File: src/rtl/encoder_sys_if.sv
// Frame-in / symbol-out handshake bundle for the convolutional encoder.
// master drives frames and consumes symbols; slave is the encoder.
interface encoder_sys_if #(
  parameter int DATA_W = 16
);
  logic [DATA_W-1:0] in_data;
  logic              in_valid;
  logic              in_ready;
  logic [2:0]        choose_constraint_length;
  logic [1:0]        encoded_bits;
  logic              out_valid;
  logic              out_ready;
  logic              out_last;
  logic              busy;

  modport master (
    output in_data,
    output in_valid,
    output choose_constraint_length,
    output out_ready,
    input  in_ready,
    input  encoded_bits,
    input  out_valid,
    input  out_last,
    input  busy
  );

  modport slave (
    input  in_data,
    input  in_valid,
    input  choose_constraint_length,
    input  out_ready,
    output in_ready,
    output encoded_bits,
    output out_valid,
    output out_last,
    output busy
  );
endinterface

File: src/rtl/encoder_sys.sv
// Rate-1/2 feedforward convolutional encoder, K selectable 3..6,
// zero-tail terminated frames, registered valid/ready symbol output.
module encoder_sys #(
  parameter int DATA_W = 16
) (
  input logic           clk,
  input logic           rst_n,
  encoder_sys_if.slave  bus
);

  typedef enum logic [1:0] {
    IDLE,
    ENCODE,
    TAIL
  } state_e;

  localparam int CW = $clog2(DATA_W + 6);

  state_e            state_q;
  logic [DATA_W-1:0] data_q;
  logic [DATA_W-1:0] data_d;
  logic [2:0]        k_q;
  logic [2:0]        k_in_d;
  logic [4:0]        sr_q;
  logic [4:0]        sr_d;
  logic [4:0]        sr_mask;
  logic [CW-1:0]     cnt_q;
  logic [CW-1:0]     cnt_d;
  logic [CW-1:0]     last_idx;
  logic [1:0]        enc_q;
  logic [1:0]        enc_nxt;
  logic [1:0]        enc_acc;
  logic              vld_q;
  logic              last_q;
  logic              rdy_q;
  logic              busy_q;
  logic              hs;
  logic              acc;

  // sr[0] is d1 (newest), sr[4] is d5 (oldest)
  function automatic logic [1:0] enc(
    input logic       u,
    input logic [4:0] sr,
    input logic [2:0] k
  );
    logic [5:0] v6;
    logic [5:0] v;
    logic [5:0] g0;
    logic [5:0] g1;
    v6 = {u, sr[0], sr[1], sr[2], sr[3], sr[4]};
    v  = v6 >> (3'd6 - k);
    unique case (k)
      3'd3:    begin g0 = 6'o07; g1 = 6'o05; end
      3'd4:    begin g0 = 6'o17; g1 = 6'o15; end
      3'd5:    begin g0 = 6'o35; g1 = 6'o23; end
      default: begin g0 = 6'o75; g1 = 6'o53; end
    endcase
    return {^(g0 & v), ^(g1 & v)};
  endfunction

  always_comb begin
    k_in_d = bus.choose_constraint_length;
    unique case (1'b1)
      (bus.choose_constraint_length < 3'd3): k_in_d = 3'd3;
      (bus.choose_constraint_length == 3'd7): k_in_d = 3'd6;
      default: k_in_d = bus.choose_constraint_length;
    endcase
    unique case (k_q)
      3'd3:    sr_mask = 5'b00011;
      3'd4:    sr_mask = 5'b00111;
      3'd5:    sr_mask = 5'b01111;
      default: sr_mask = 5'b11111;
    endcase
    hs       = vld_q & bus.out_ready;
    acc      = rdy_q & bus.in_valid;
    data_d   = {data_q[DATA_W-2:0], 1'b0};
    sr_d     = {sr_q[3:0], data_q[DATA_W-1]} & sr_mask;
    cnt_d    = cnt_q + 1'b1;
    last_idx = CW'(DATA_W - 2) + CW'(k_q);
    enc_nxt  = enc(data_d[DATA_W-1], sr_d, k_q);
    enc_acc  = enc(bus.in_data[DATA_W-1], 5'd0, k_in_d);
  end

  always_ff @(posedge clk) begin
    if (!rst_n) begin
      state_q <= IDLE;
      data_q  <= '0;
      k_q     <= 3'd3;
      sr_q    <= '0;
      cnt_q   <= '0;
      enc_q   <= 2'b00;
      vld_q   <= 1'b0;
      last_q  <= 1'b0;
      rdy_q   <= 1'b0;
      busy_q  <= 1'b0;
    end else begin
      unique case (state_q)
        IDLE: begin
          if (acc) begin
            data_q  <= bus.in_data;
            k_q     <= k_in_d;
            sr_q    <= '0;
            cnt_q   <= '0;
            enc_q   <= enc_acc;
            vld_q   <= 1'b1;
            last_q  <= 1'b0;
            rdy_q   <= 1'b0;
            busy_q  <= 1'b1;
            state_q <= ENCODE;
          end else begin
            rdy_q <= 1'b1;
          end
        end
        ENCODE, TAIL: begin
          if (hs) begin
            if (last_q) begin
              state_q <= IDLE;
              sr_q    <= '0;
              cnt_q   <= '0;
              enc_q   <= 2'b00;
              vld_q   <= 1'b0;
              last_q  <= 1'b0;
              rdy_q   <= 1'b1;
              busy_q  <= 1'b0;
            end else begin
              data_q  <= data_d;
              sr_q    <= sr_d;
              cnt_q   <= cnt_d;
              enc_q   <= enc_nxt;
              last_q  <= (cnt_d == last_idx);
              state_q <= (cnt_d >= CW'(DATA_W)) ? TAIL : ENCODE;
            end
          end
        end
        default: state_q <= IDLE;
      endcase
    end
  end

  assign bus.in_ready     = rdy_q;
  assign bus.encoded_bits = enc_q;
  assign bus.out_valid    = vld_q;
  assign bus.out_last     = last_q;
  assign bus.busy         = busy_q;

endmodule

File: src/flat_wrapper.sv
// flat-port wrapper written by rule: the top's interface ports become plain ports
module encoder_sys_flat 
#(
  parameter int DATA_W = 16
)
  (clk, rst_n, bus_in_data, bus_in_valid, bus_choose_constraint_length, bus_out_ready, bus_in_ready, bus_encoded_bits, bus_out_valid, bus_out_last, bus_busy);
  encoder_sys_if #(.DATA_W(DATA_W)) bus_i ();
  input logic clk;
  input logic rst_n;
  input wire logic [$bits(bus_i.in_data)-1:0] bus_in_data;
  input wire logic [$bits(bus_i.in_valid)-1:0] bus_in_valid;
  input wire logic [$bits(bus_i.choose_constraint_length)-1:0] bus_choose_constraint_length;
  input wire logic [$bits(bus_i.out_ready)-1:0] bus_out_ready;
  output wire logic [$bits(bus_i.in_ready)-1:0] bus_in_ready;
  output wire logic [$bits(bus_i.encoded_bits)-1:0] bus_encoded_bits;
  output wire logic [$bits(bus_i.out_valid)-1:0] bus_out_valid;
  output wire logic [$bits(bus_i.out_last)-1:0] bus_out_last;
  output wire logic [$bits(bus_i.busy)-1:0] bus_busy;
  assign bus_i.in_data = bus_in_data;
  assign bus_i.in_valid = bus_in_valid;
  assign bus_i.choose_constraint_length = bus_choose_constraint_length;
  assign bus_i.out_ready = bus_out_ready;
  assign bus_in_ready = bus_i.in_ready;
  assign bus_encoded_bits = bus_i.encoded_bits;
  assign bus_out_valid = bus_i.out_valid;
  assign bus_out_last = bus_i.out_last;
  assign bus_busy = bus_i.busy;
  encoder_sys #(.DATA_W(DATA_W)) u_core (.clk(clk), .rst_n(rst_n), .bus(bus_i));
endmodule
File: config.mk
export PLATFORM = sky130hd
export DESIGN_NAME = encoder_sys_flat
export DESIGN_NICKNAME = d
export VERILOG_FILES = /design/src/rtl/encoder_sys_if.sv /design/src/rtl/encoder_sys.sv /design/src/flat_wrapper.sv
export SDC_FILE = /design/constraint.sdc
export NUM_CORES = 1
export LEC_CHECK = 0
export BUFFER_PORTS_ARGS = -buffer_cell sky130_fd_sc_hd__buf_2
export CAP_MARGIN = 25
export CORE_MARGIN = 5
export CORE_UTILIZATION = 48
export CTS_BUF_LIST = sky130_fd_sc_hd__clkbuf_4 sky130_fd_sc_hd__clkbuf_8
export CTS_CLUSTER_SIZE = 10
export DETAILED_ROUTE_END_ITERATION = 16
export PLACE_DENSITY = 0.65
export SETUP_SLACK_MARGIN = 0.15
export SLEW_MARGIN = 20
export SYNTH_ARGS = -nofsm -noshare
export SYNTH_HDL_FRONTEND = slang
export SYNTH_SLANG_ARGS = --single-unit
File: constraint.sdc
create_clock -name clk -period 3.3 [get_ports clk]
set_input_delay 0.495 -clock clk [delete_from_list [all_inputs] [get_ports clk]]
set_output_delay 0.495 -clock clk [all_outputs]
set_load 0.02 [all_outputs]
## Word-level counts from Yosys, hierarchy flattened

Cells that the tools add are included.
Widths: inputs -> output; s select.

| operators by class | value |
|---|---|
| bitwise gates (word level) | 7 |
| shift operators | 2 |
| reductions and logical operators | 13 |
| equality and inequality tests | 14 |
| multiplexer cells | 38 |
| add/subtract/negate cells | 4 |
| $lt $le $gt $ge | 2 |

Operators by type and width:

| cell | count |
|---|---|
| $pmux 6 s3 | 4 |
| $mux 16 | 3 |
| $pmux 16 s2 | 1 |
| $and 6x6->6 | 4 |
| $reduce_xor 6->1 | 4 |
| $eq 3x3->1 const B | 5 |
| $mux 5 | 3 |
| $pmux 5 s3 | 1 |
| $mux 2 | 7 |
| $shr 6x3->6 | 2 |
| $pmux 5 s2 | 1 |
| $mux 1 | 9 |
| $mux 4 | 2 |
| $pmux 2 s2 | 2 |
| $pmux 4 s2 | 1 |
| $reduce_and 4->1 | 2 |
| $eq 3x2->1 const B | 2 |
| $ne 2x1->1 const B | 3 |
| $pmux 1 s2 | 3 |
| $pmux 3 s2 | 1 |
| $reduce_and 3->1 | 2 |
| $sub 3x3->3 const A | 2 |
| $add 4x3->5 const A | 1 |
| $add 5x1->5 const B | 1 |
| other kinds (12) | 14 |

| storage, ports and cells | value |
|---|---|
| flip-flop bits (word level) | 35 |

## Logic depth before layout (Yosys ltp)

Gate-level depths: netlist of the first run.

| depth | value |
|---|---|
| depth after elaboration | 9 |
| mapped depth | 11 |
| gate-level depth less buffers | 10 |

## Worst setup path before layout of the first run

OpenSTA, ideal clock, no wires.

| path | value |
|---|---|
| kind | reg2reg |
| start | register u_core.k_q[0] |
| end | register u_core.enc_q[1], in the netlist u_core.bus.encoded_bits[1] |
| path slack | 0.870 ns |
| stages on the path, launching flop included | 12 |
| arrival | 2.305 ns |
| path buffers | 2 |
| clock period less this slack | 2.430 ns |
| library setup time | 0.125 ns |
| required time | 3.175 ns |
| path through | dfxtp_1 buf_4 inv_1 ha_1 clkbuf_1 o21ai_0 a211oi_1 o21ai_1 xnor2_1 o21ai_0 xnor2_1 o22ai_1 |

| between the ends | value |
|---|---|
| longest elaborated chain between the ends | 9 |
| elaborated cells on any way between the ends | 13 |

RTL lines:

| what | RTL line | source |
|---|---|---|
| from (decl) | encoder_sys.sv:22 | `logic [2:0] k_q;` |
| from (signal assigned) | encoder_sys.sv:101 | `k_q <= k_in_d;` |
| $eq 3x3->1 / $eq 3x2->1 (equally long branches) | encoder_sys.sv:52, encoder_sys.sv:68 |  |
| $pmux 5 s3 | encoder_sys.sv:68 | `unique case (k_q)` |
| $and 5x5->5 | encoder_sys.sv:77 | `sr_d = {sr_q[3:0], data_q[DATA_W-1]} & sr_mask;` |
| $shr 6x3->6 | encoder_sys.sv:51 | `v = v6 >> (3'd6 - k);` |
| $and 6x6->6 (*) | encoder_sys.sv:58 | `return {^(g0 & v), ^(g1 & v)};` |
| $reduce_xor 6->1 (*) | encoder_sys.sv:58 |  |
| $mux 2 (*) | encoder_sys.sv:116 | `if (last_q) begin` |
| $mux 2 (*) | encoder_sys.sv:115 | `if (hs) begin` |
| $pmux 2 s2 (*) | encoder_sys.sv:97 | `unique case (state_q)` |
| to (signal assigned) | encoder_sys.sv:104 | `enc_q <= enc_acc;` |
| to (signal assigned) | encoder_sys.sv:129 | `enc_q <= enc_nxt;` |
| to (decl) | encoder_sys.sv:30 | `logic [1:0] enc_q;` |

Mark *: on every way between the ends. The rest lies on a longest branch, timed or not. The select of a mux whose other input is x is not followed.
A chain may end at the register's enable or synchronous reset.

## Worst setup path after layout of the first run

| path | value |
|---|---|
| start | register u_core.k_q[0] |
| end | register u_core.enc_q[0], in the netlist u_core.bus.encoded_bits[0] |

Same word-level chain as after synthesis.

==> results.sh, run 1 <==
export IMPL_layout_nets=342
export IMPL_place_congestion=0.863
export IMPL_drive_gt1_share_pct=15.2
export IMPL_max_cap_viol_count=0
export IMPL_netlist_instances=286
export IMPL_firstDrtPassIters=4
export IMPL_synth_cell_types=49
export IMPL_start_kind="flop"
export IMPL_ant_nets=0
export IMPL_clkPwrFrac_pct=24.5
export IMPL_p_leak_nw=1.17
export IMPL_hold_viol=0
export IMPL_wl_um=5230
export IMPL_grt_usage_pct=17.8
export IMPL_port_buffers=28
export IMPL_post_route_drc_count=0
export IMPL_peakVddDrop_mv=0.349
export IMPL_dp_final_hpwl_um=3750
export IMPL_slew_headroom_pct=60.7
export IMPL_finClkSkew_ns=0.00822
export IMPL_crit_type="flop to flop"
export IMPL_synthTopCellsByArea="dfxtp_1 (30%), mux2i_1 (7.2%), o211a_1 (6.8%), nand2_1 (6.4%), ha_1 (5.3%)"
export IMPL_grt_pass1_wl_um=8960
export IMPL_dp_slack_ns=0.792
export IMPL_setup_violations_final=0
export IMPL_rows=25
export IMPL_die_area_mm2=0.00639
export IMPL_ys_top_cells_by_count="nand2_1 (40), dfxtp_1 (35), mux2i_1 (17)"
export IMPL_cts_htree_levels=2
export IMPL_synth_edf_count=0
export IMPL_period_share_pct=76.6
export IMPL_hold_ws_ns=0.470
export IMPL_cts_made_buffers=5
export IMPL_power_internal_mw=0.834
export IMPL_ys_async_sr_fraction_pct=0
export IMPL_grt_max_degree=37
export IMPL_cts_root_buf="clkbuf_8"
export IMPL_crit_required_ns=3.49
export IMPL_drtIter0Drc=106
export IMPL_initial_utilization_pct=49.7
export IMPL_synth_nets=319
export IMPL_clk_transition_reported_paths_ns=0.08
export IMPL_avgSynthCellArea_um2=8.21
export IMPL_antenna_cells=0
export IMPL_finalMaxSlewViolations=0
export IMPL_totalNegativeSetupSlack_ns=0
export IMPL_clkLatencyLatePin_ns=0.29
export IMPL_powerDensity_mw_per_mm2=503
export IMPL_period_minus_slack_ns=2.53
export IMPL_cts_resized=0
export IMPL_grt_pass1_vias=1915
export IMPL_via_count=2060
export IMPL_clock_sinks=35
export IMPL_syn_area_mm2=0.00235
export IMPL_die_h_um=79.9
export IMPL_clock_path_buffers=2
export IMPL_ys_flop_type="dfxtp_1"
export IMPL_die_w_um=79.9
export IMPL_ys_ff_latch=35
export IMPL_tightest_slew_ns=0.575
export IMPL_endpoint_kind="flop"
export IMPL_tritoncts="done"
export IMPL_crit_path_max_fanout=15
export IMPL_wire_per_inst_um=13.9
export IMPL_setup_ws_ns=0.772
export IMPL_viasPerCell=5.46
export IMPL_arrival_ns=2.72
export IMPL_max_freq_mhz=396
export IMPL_io_pins=29
export IMPL_syn_to_final_growth_pct=11.2
export IMPL_yosysSeqAreaShare_pct=29.9
export IMPL_ctsHoldBuffers=0
export IMPL_yosysWarnings=0
export IMPL_status="completed"
export IMPL_coreArea_mm2=0.00472
export IMPL_grt_ovfl_total=0
export IMPL_rsz0062_at_grt="false"
export IMPL_synth_top_cell_area_share_pct=29.9
export IMPL_min_path_type="input pin to flop"
export IMPL_yosysMostFrequentCell="nand2_1"
export IMPL_yosysTopAreaCell="dfxtp_1"
export IMPL_combPwrFrac_pct=35.7
export IMPL_antenna_found_initial=0
export IMPL_post_cts_setup_buffers=0
export IMPL_power_frac_seq_pct=39.8
export IMPL_power_switching_mw=0.480
export IMPL_sw_frac_of_total_pct=36.5
## kinds of logic (layout without fill, tap and decap cells)
family	count (synthesis)	in the layout	synth area share, %
xor gates and xnor gates	15	15	5.60
AOI/OAI and AO/OA	76	76	23.5
muxes	19	19	8.21
buffers and inverters	27	51	5.28
DFF	35	35	29.9
adders and majority gates	10	10	5.33
and+or+nand+nor	104	104	22.2
## worst max-delay path, stage by stage (launching register included)
cell and delay [ns]:
dfxtp_1 0.31, buf_4 0.19, inv_1 0.14, ha_1 0.56, mux2i_1 0.13, o21ai_0 0.28, o21ai_0 0.17, xnor2_1 0.26
xnor2_1 0.16, xnor2_1 0.14, o21ai_1 0.08
## registers in the layout, summed over array words and instances, names as in the netlist
register	cells
u_core.state_q	2
u_core.cnt_q	5
u_core.sr_q	4
u_core.k_q	3
u_core.bus.encoded_bits	2
u_core.data_q	16
u_core.bus.busy	1
u_core.bus.out_last	1
u_core.bus.in_ready	1
## area by class of cell
| class | instances | area, µm² |
|---|---|---|
| Clock inverter | 2 | 12.5 |
| Inverter | 10 | 37.5 |
| Timing Repair Buffer | 33 | 178 |
| Multi-Input combinational cell | 224 | 1520 |
| Sequential cell | 35 | 701 |
| Clock buffer | 6 | 76.3 |
| Tap cell | 67 | 83.8 |
| Fill cell | 439 | 2110 |
## power groups by stage
stage,clock [mW],combinational [mW],sequential (mW)
finish,0.322,0.469,0.523
global route,0.351,0.525,0.529
CTS,0.331,0.470,0.522
detailed placement,0,0.468,0.531
global placement,0,0.469,0.530
floorplan,0,0.372,0.529
## final timing paths
check	from	end	slack, ns	depth (start not counted)
worst min register to register	u_core.cnt_q[4]$_SDFFE_PN0P_	u_core.cnt_q[4]$_SDFFE_PN0P_	0.48	2
worst max register to register	u_core.k_q[0]$_SDFFE_PN1P_	u_core.bus.encoded_bits[0]$_SDFFE_PN0P_	0.77	10
worst min-delay path	bus_in_data[0]	u_core.data_q[0]$_SDFFE_PN0P_	0.47	3
worst max-delay path	u_core.k_q[0]$_SDFFE_PN1P_	u_core.bus.encoded_bits[0]$_SDFFE_PN0P_	0.77	10
## stage by stage
stage          utilization (%)  cell area [µm²]  total power [mW]  instances
2_1_floorplan                -             2350             0.901        286
3_3_place_gp              53.4             2520             0.998        369
3_5_place_dp              53.4             2520             0.999        369
4_1_cts                   55.3             2610              1.32        377
5_1_grt                   55.3             2610              1.41        377
6_report                  55.3             2610              1.31        377
## per-layer routing
| layer | GRT usage, % | part of all wire, % | vias up | wire [µm] |
|---|---|---|---|---|
| met5 | 0 | 0 | - | 0 |
| met4 | 7.09 | 2.1 | 0 | 108 |
| met3 | 4.06 | 3.7 | 10 | 194 |
| met2 | 27.8 | 45 | 42 | 2370 |
| met1 | 23.6 | 49 | 946 | 2560 |
| li1 | - | - | 1062 | - |
## layout by cell type (no fill, tap or decap), types with 11 or more instances in the layout
cell type / instances
nand2_1: 40
dfxtp_1: 35
buf_2: 28
mux2i_1: 17
o211a_1: 16
a21oi_1: 14
o21ai_0: 14
nor2b_1: 12
nor2_1: 12
nand3_1: 11
xnor2_1: 11
(Power assumes the default switching activity.)
==> run 2, diff against run 1 <==
- clock period: 3.3 -> 2.4 ns (I/O delays scaled with it)
==> run 2 against run 1 <==
  * Power increased by 44%
  * Sequential power increased by 38%
  * Non-clock buffer count increased by 8
  * Register-to-register slack got worse by 0.56 ns
  * Cell count increased by 2.1%
  * Critical path type unchanged
==> results.sh, run 2 (synthesis results as in run 1) <==
export IMPL_setup_violations_final=0
export IMPL_power_internal_mw=1.23
export IMPL_die_w_um=79.9
export IMPL_crit_type="flop to flop"
export IMPL_cts_root_buf="clkbuf_8"
export IMPL_max_freq_mhz=458
export IMPL_grt_pass1_vias=1996
export IMPL_antenna_found_initial=0
export IMPL_finClkSkew_ns=0.00479
export IMPL_status="completed"
export IMPL_sw_frac_of_total_pct=34.9
export IMPL_clkPwrFrac_pct=25.1
export IMPL_coreArea_mm2=0.00472
export IMPL_powerDensity_mw_per_mm2=695
export IMPL_clk_transition_reported_paths_ns=0.07
export IMPL_min_path_type="input pin to flop"
export IMPL_slew_headroom_pct=70.4
export IMPL_crit_required_ns=2.57
export IMPL_power_frac_seq_pct=38.4
export IMPL_viasPerCell=5.42
export IMPL_final_cell_count_no_fill=385
export IMPL_power_mw=1.89
export IMPL_firstDrtPassIters=4
export IMPL_totalNegativeSetupSlack_ns=0
export IMPL_cts_made_buffers=5
export IMPL_largest_register_ffs=16
export IMPL_die_h_um=79.9
export IMPL_initial_utilization_pct=49.7
export IMPL_grt_ovfl_total=0
export IMPL_peakVddDrop_mv=0.482
export IMPL_post_route_drc_count=0
export IMPL_grt_max_degree=32
export IMPL_numPlacedInstances=377
export IMPL_clock_path_buffers=2
export IMPL_post_cts_setup_buffers=0
export IMPL_layout_nets=350
export IMPL_period_minus_slack_ns=2.19
export IMPL_tightest_slew_ns=0.433
export IMPL_dp_final_hpwl_um=4000
export IMPL_die_area_mm2=0.00639
export IMPL_clkLatencyLatePin_ns=0.28
export IMPL_io_pins=29
export IMPL_final_common_cell="nand2_1"
export IMPL_endpoint_kind="flop"
export IMPL_crit_path_max_fanout=10
export IMPL_drtIter0Drc=115
export IMPL_combPwrFrac_pct=36.6
export IMPL_via_count=2086
export IMPL_max_cap_viol_count=0
export IMPL_wire_per_inst_um=13.8
export IMPL_tritoncts="done"
export IMPL_grt_pass1_wl_um=8890
export IMPL_start_kind="flop"
export IMPL_cts_htree_levels=2
export IMPL_period_share_pct=91.1
export IMPL_top_regs="u_core.data_q: 16 flops, u_core.cnt_q: 5 flops, u_core.sr_q: 4 flops"
export IMPL_drive_gt1_share_pct=20.4
export IMPL_grt_usage_pct=17.4
export IMPL_regMostFlops="u_core.data_q"
export IMPL_clock_sinks=35
export IMPL_most_common_layout_cells="nand2_1 (40), dfxtp_1 (32), buf_2 (28)"
export IMPL_syn_to_final_growth_pct=15.6
export IMPL_finalMaxSlewViolations=0
export IMPL_final_util_pct=57.5
export IMPL_place_congestion=0.889
export IMPL_rsz0062_at_grt="true"
export IMPL_place_area_mm2=0.00259
export IMPL_stdcell_area_mm2=0.00271
export IMPL_p_leak_nw=1.21
export IMPL_power_switching_mw=0.659
export IMPL_antenna_cells=0
export IMPL_ant_nets=0
export IMPL_port_buffers=28
export IMPL_wl_um=5300
export IMPL_hold_viol=0
export IMPL_rows=25
export IMPL_arrival_ns=2.35
-- run 2: layout make-up --
class                   count  area (µm²)
well taps                  67        83.8
multi-input cells         224        1550
clock inverters             1        7.51
flip-flops and latches     35         704
fillers                   425        2010
clock buffers               7        96.3
inverters                  10        37.5
repair buffers             41         238
-- run 2: critical path, stage by stage, from the launching register on --
cell,delay (ns)
dfxtp_2,0.35
buf_4,0.18
and2b_1,0.29
nor2_1,0.06
o31ai_1,0.26
xnor2_1,0.14
o311ai_0,0.34
o21ai_1,0.16
xnor2_1,0.20
o22ai_1,0.09
-- run 2: worst paths after layout --
kind	to	slack [ns]	depth (start not counted)	startpoint
setup / recovery	u_core.bus.encoded_bits[1]$_SDFFE_PN0P_	0.21	9	u_core.k_q[0]$_SDFFE_PN1P_
hold / removal	u_core.data_q[0]$_SDFFE_PN0P_	0.33	3	bus_in_data[0]
setup reg to reg	u_core.bus.encoded_bits[1]$_SDFFE_PN0P_	0.21	9	u_core.k_q[0]$_SDFFE_PN1P_
hold reg to reg	u_core.data_q[0]$_SDFFE_PN0P_	0.49	2	u_core.data_q[0]$_SDFFE_PN0P_
-- run 2: per-layer routing --
layer  up-vias  track usage, %  share of wire, %
met5         -               0                 0
met4         0            7.43               1.6
met3         6            3.50               3.5
met2        37            29.0                48
met1       953            21.6                47
li1       1090               -                 -
-- run 2: power by group through the flow --
stage | clock network, mW | registers (mW) | logic (mW)
after floorplan | 0 | 0.729 | 0.516
after global placement | 0 | 0.730 | 0.675
after detailed placement | 0 | 0.735 | 0.680
after CTS | 0.493 | 0.723 | 0.684
after global routing | 0.515 | 0.734 | 0.759
final | 0.473 | 0.724 | 0.690
-- run 2: what timing repair did --
| item | in CTS | in global routing |
|---|---|---|
| setup endpoints to repair | 2 | 3 |
| gates resized for setup | 2 | 7 |
| cloned | 0 | 0 |
| pin swaps | 0 | 1 |
| hold buffers | 0 | 0 |
-- run 2: through the flow --
stage          setup WS, ns  hold WS, ns
4_1_cts               0.201        0.315
6_report              0.214        0.333
3_3_place_gp          0.165        0.468
2_1_floorplan         0.198        0.454
5_1_grt               0.124        0.331
3_5_place_dp          0.117        0.479
==> run 3, diff against run 2 <==
- clock period: 2.4 -> 2.5 ns (I/O delays scaled with it)
==> run 3 against run 2 <==
  * Cell count increased by 0.78%
  * Count of clock-buffer cells in the layout decreased by 1
  * First-iteration DRC count increased by 0.87%
  * Maximum frequency increased by 0.79%
  * Largest cell class unchanged
==> results.sh, run 3 (synthesis results as in run 1) <==
export IMPL_status="completed"
export IMPL_rsz0062_at_grt="true"
export IMPL_max_cap_viol_count=0
export IMPL_totalNegativeSetupSlack_ns=0
export IMPL_layout_nets=354
export IMPL_post_cts_setup_buffers=0
export IMPL_crit_required_ns=2.67
export IMPL_crit_type="flop to flop"
export IMPL_min_path_type="input pin to flop"
export IMPL_grt_pass1_vias=1940
export IMPL_finClkSkew_ns=0.00480
export IMPL_regMostFlops="u_core.data_q"
export IMPL_highest_layer="met4"
export IMPL_wl_um=5090
export IMPL_wl_met3_um=192
export IMPL_ant_nets=0
export IMPL_port_buffers=28
export IMPL_drtIter0Drc=116
export IMPL_endpoint_kind="flop"
export IMPL_final_util_pct=57.6
export IMPL_clock_path_buffers=2
export IMPL_cp_cell_sequence="inv_1 -> ha_1 -> o21ai_1 -> and3_1 -> xnor2_1 -> a21oi_1 -> a311o_1 -> o21ai_1 -> xnor2_1 -> o22ai_1"
export IMPL_slew_headroom_pct=74.1
export IMPL_min_to="u_core.data_q[0]$_SDFFE_PN0P_"
export IMPL_grt_max_degree=32
export IMPL_r2r_start="u_core.k_q[1]$_SDFFE_PN1P_"
export IMPL_crit_path_max_fanout=6
export IMPL_period_share_pct=86.7
export IMPL_rows=25
export IMPL_coreArea_mm2=0.00472
export IMPL_io_pins=29
export IMPL_die_area_mm2=0.00639
export IMPL_max_freq_mhz=461
export IMPL_peakVddDrop_mv=0.454
export IMPL_cts_made_buffers=5
export IMPL_cts_resized=0
export IMPL_cts_htree_levels=2
export IMPL_hold_viol=0
export IMPL_drive_gt1_share_pct=20.2
export IMPL_powerDensity_mw_per_mm2=651
export IMPL_clkLatencyLatePin_ns=0.29
export IMPL_initial_utilization_pct=49.7
export IMPL_min_from="bus_in_data[0]"
export IMPL_cp_buffers_inverters=1
export IMPL_viasPerCell=5.35
export IMPL_min_path_cells=3
export IMPL_tritoncts="done"
export IMPL_power_mw=1.77
export IMPL_finalMaxSlewViolations=0
export IMPL_clock_sinks=35
export IMPL_dp_final_hpwl_um=3850
export IMPL_place_congestion=0.915
export IMPL_post_route_drc_count=0
export IMPL_cts_root_buf="clkbuf_8"
export IMPL_most_common_layout_cells="nand2_1 (40), dfxtp_1 (34), buf_2 (28)"
export IMPL_critPathTopFamily="compound AO/OA/AOI/OAI gates"
export IMPL_wire_per_inst_um=13.1
export IMPL_cp_slowest_cell="dfxtp_1"
export IMPL_arrival_ns=2.34
export IMPL_ff2ff_setup_slack_ns=0.33
export IMPL_r2r_cells=10
export IMPL_met1_length_um=2400
export IMPL_reg2reg_to="u_core.bus.encoded_bits[1]$_SDFFE_PN0P_"
export IMPL_grt_ovfl_total=0
export IMPL_antenna_found_initial=0
export IMPL_top_regs="u_core.data_q: 16 flops, u_core.cnt_q: 5 flops, u_core.sr_q: 4 flops"
export IMPL_period_minus_slack_ns=2.17
export IMPL_dp_slack_ns=0.170
export IMPL_dr_wl_met2_um=2440
export IMPL_clk_transition_reported_paths_ns=0.06
export IMPL_max_stage_delay_ns=0.37
export IMPL_syn_to_final_growth_pct=15.9
export IMPL_via_count=2075
export IMPL_setup_violations_final=0
export IMPL_firstDrtPassIters=4
export IMPL_die_w_um=79.9
export IMPL_setup_ws_ns=0.331
export IMPL_p_leak_nw=1.23
export IMPL_tightest_slew_ns=0.379
export IMPL_final_common_cell="nand2_1"
export IMPL_largest_register_ffs=16
export IMPL_start_kind="flop"
export IMPL_antenna_cells=0
export IMPL_ctsHoldBuffers=0
export IMPL_grt_pass1_wl_um=8660
export IMPL_grt_usage_pct=17.1
export IMPL_hold_ws_ns=0.351
export IMPL_die_h_um=79.9
-- run 3: area by class of cell --
cell class                      instances  area (µm²)
Sequential cell                        35         702
Clock buffer                            6        82.6
Timing Repair Buffer                   45         268
Fill cell                             436        2000
Multi-Input combinational cell        224        1540
Inverter                               10        37.5
Clock inverter                          1        5.00
Tap cell                               67        83.8
-- run 3: layer usage --
| layer | global-route usage, % | up-vias |
|---|---|---|
| met5 | 0 | - |
| met4 | 4.73 | 0 |
| met3 | 4.06 | 7 |
| met2 | 29.6 | 39 |
| met1 | 21.0 | 939 |
| li1 | - | 1090 |
-- run 3: how the worst max path moves through the flow --
stage / slack [ns] / end / from / cells after the start
2_1_floorplan: 0.18 / u_core.bus.encoded_bits[1]$_SDFFE_PN0P_ / u_core.k_q[0]$_SDFFE_PN1P_ / 11
3_3_place_gp: 0.22 / u_core.bus.encoded_bits[0]$_SDFFE_PN0P_ / u_core.k_q[1]$_SDFFE_PN1P_ / 10
3_5_place_dp: 0.17 / u_core.bus.encoded_bits[0]$_SDFFE_PN0P_ / u_core.k_q[1]$_SDFFE_PN1P_ / 10
5_1_grt: 0.14 / u_core.bus.encoded_bits[1]$_SDFFE_PN0P_ / u_core.k_q[1]$_SDFFE_PN1P_ / 9
4_1_cts: 0.16 / u_core.bus.encoded_bits[0]$_SDFFE_PN0P_ / u_core.k_q[1]$_SDFFE_PN1P_ / 10
6_report: 0.33 / u_core.bus.encoded_bits[1]$_SDFFE_PN0P_ / u_core.k_q[1]$_SDFFE_PN1P_ / 10
-- run 3: tightest hold or removal path, stage by stage --
cell and delay [ns]:
buf_2 0.10, nand2_1 0.04, a21boi_0 0.06
-- run 3: power by group --
group | total [mW] | internal, mW | switching, mW
clock network | 0.412 | 0.216 | 0.196
logic | 0.669 | 0.303 | 0.366
registers | 0.691 | 0.634 | 0.0563
total | 1.77 | 1.15 | 0.619
-- run 3: metrics by stage --
| step | cells | area (µm²) |
|---|---|---|
| floorplan | 286 | 2350 |
| global placement | 381 | 2610 |
| detailed placement | 381 | 2610 |
| CTS | 388 | 2700 |
| global route | 388 | 2720 |
| finish | 388 | 2720 |
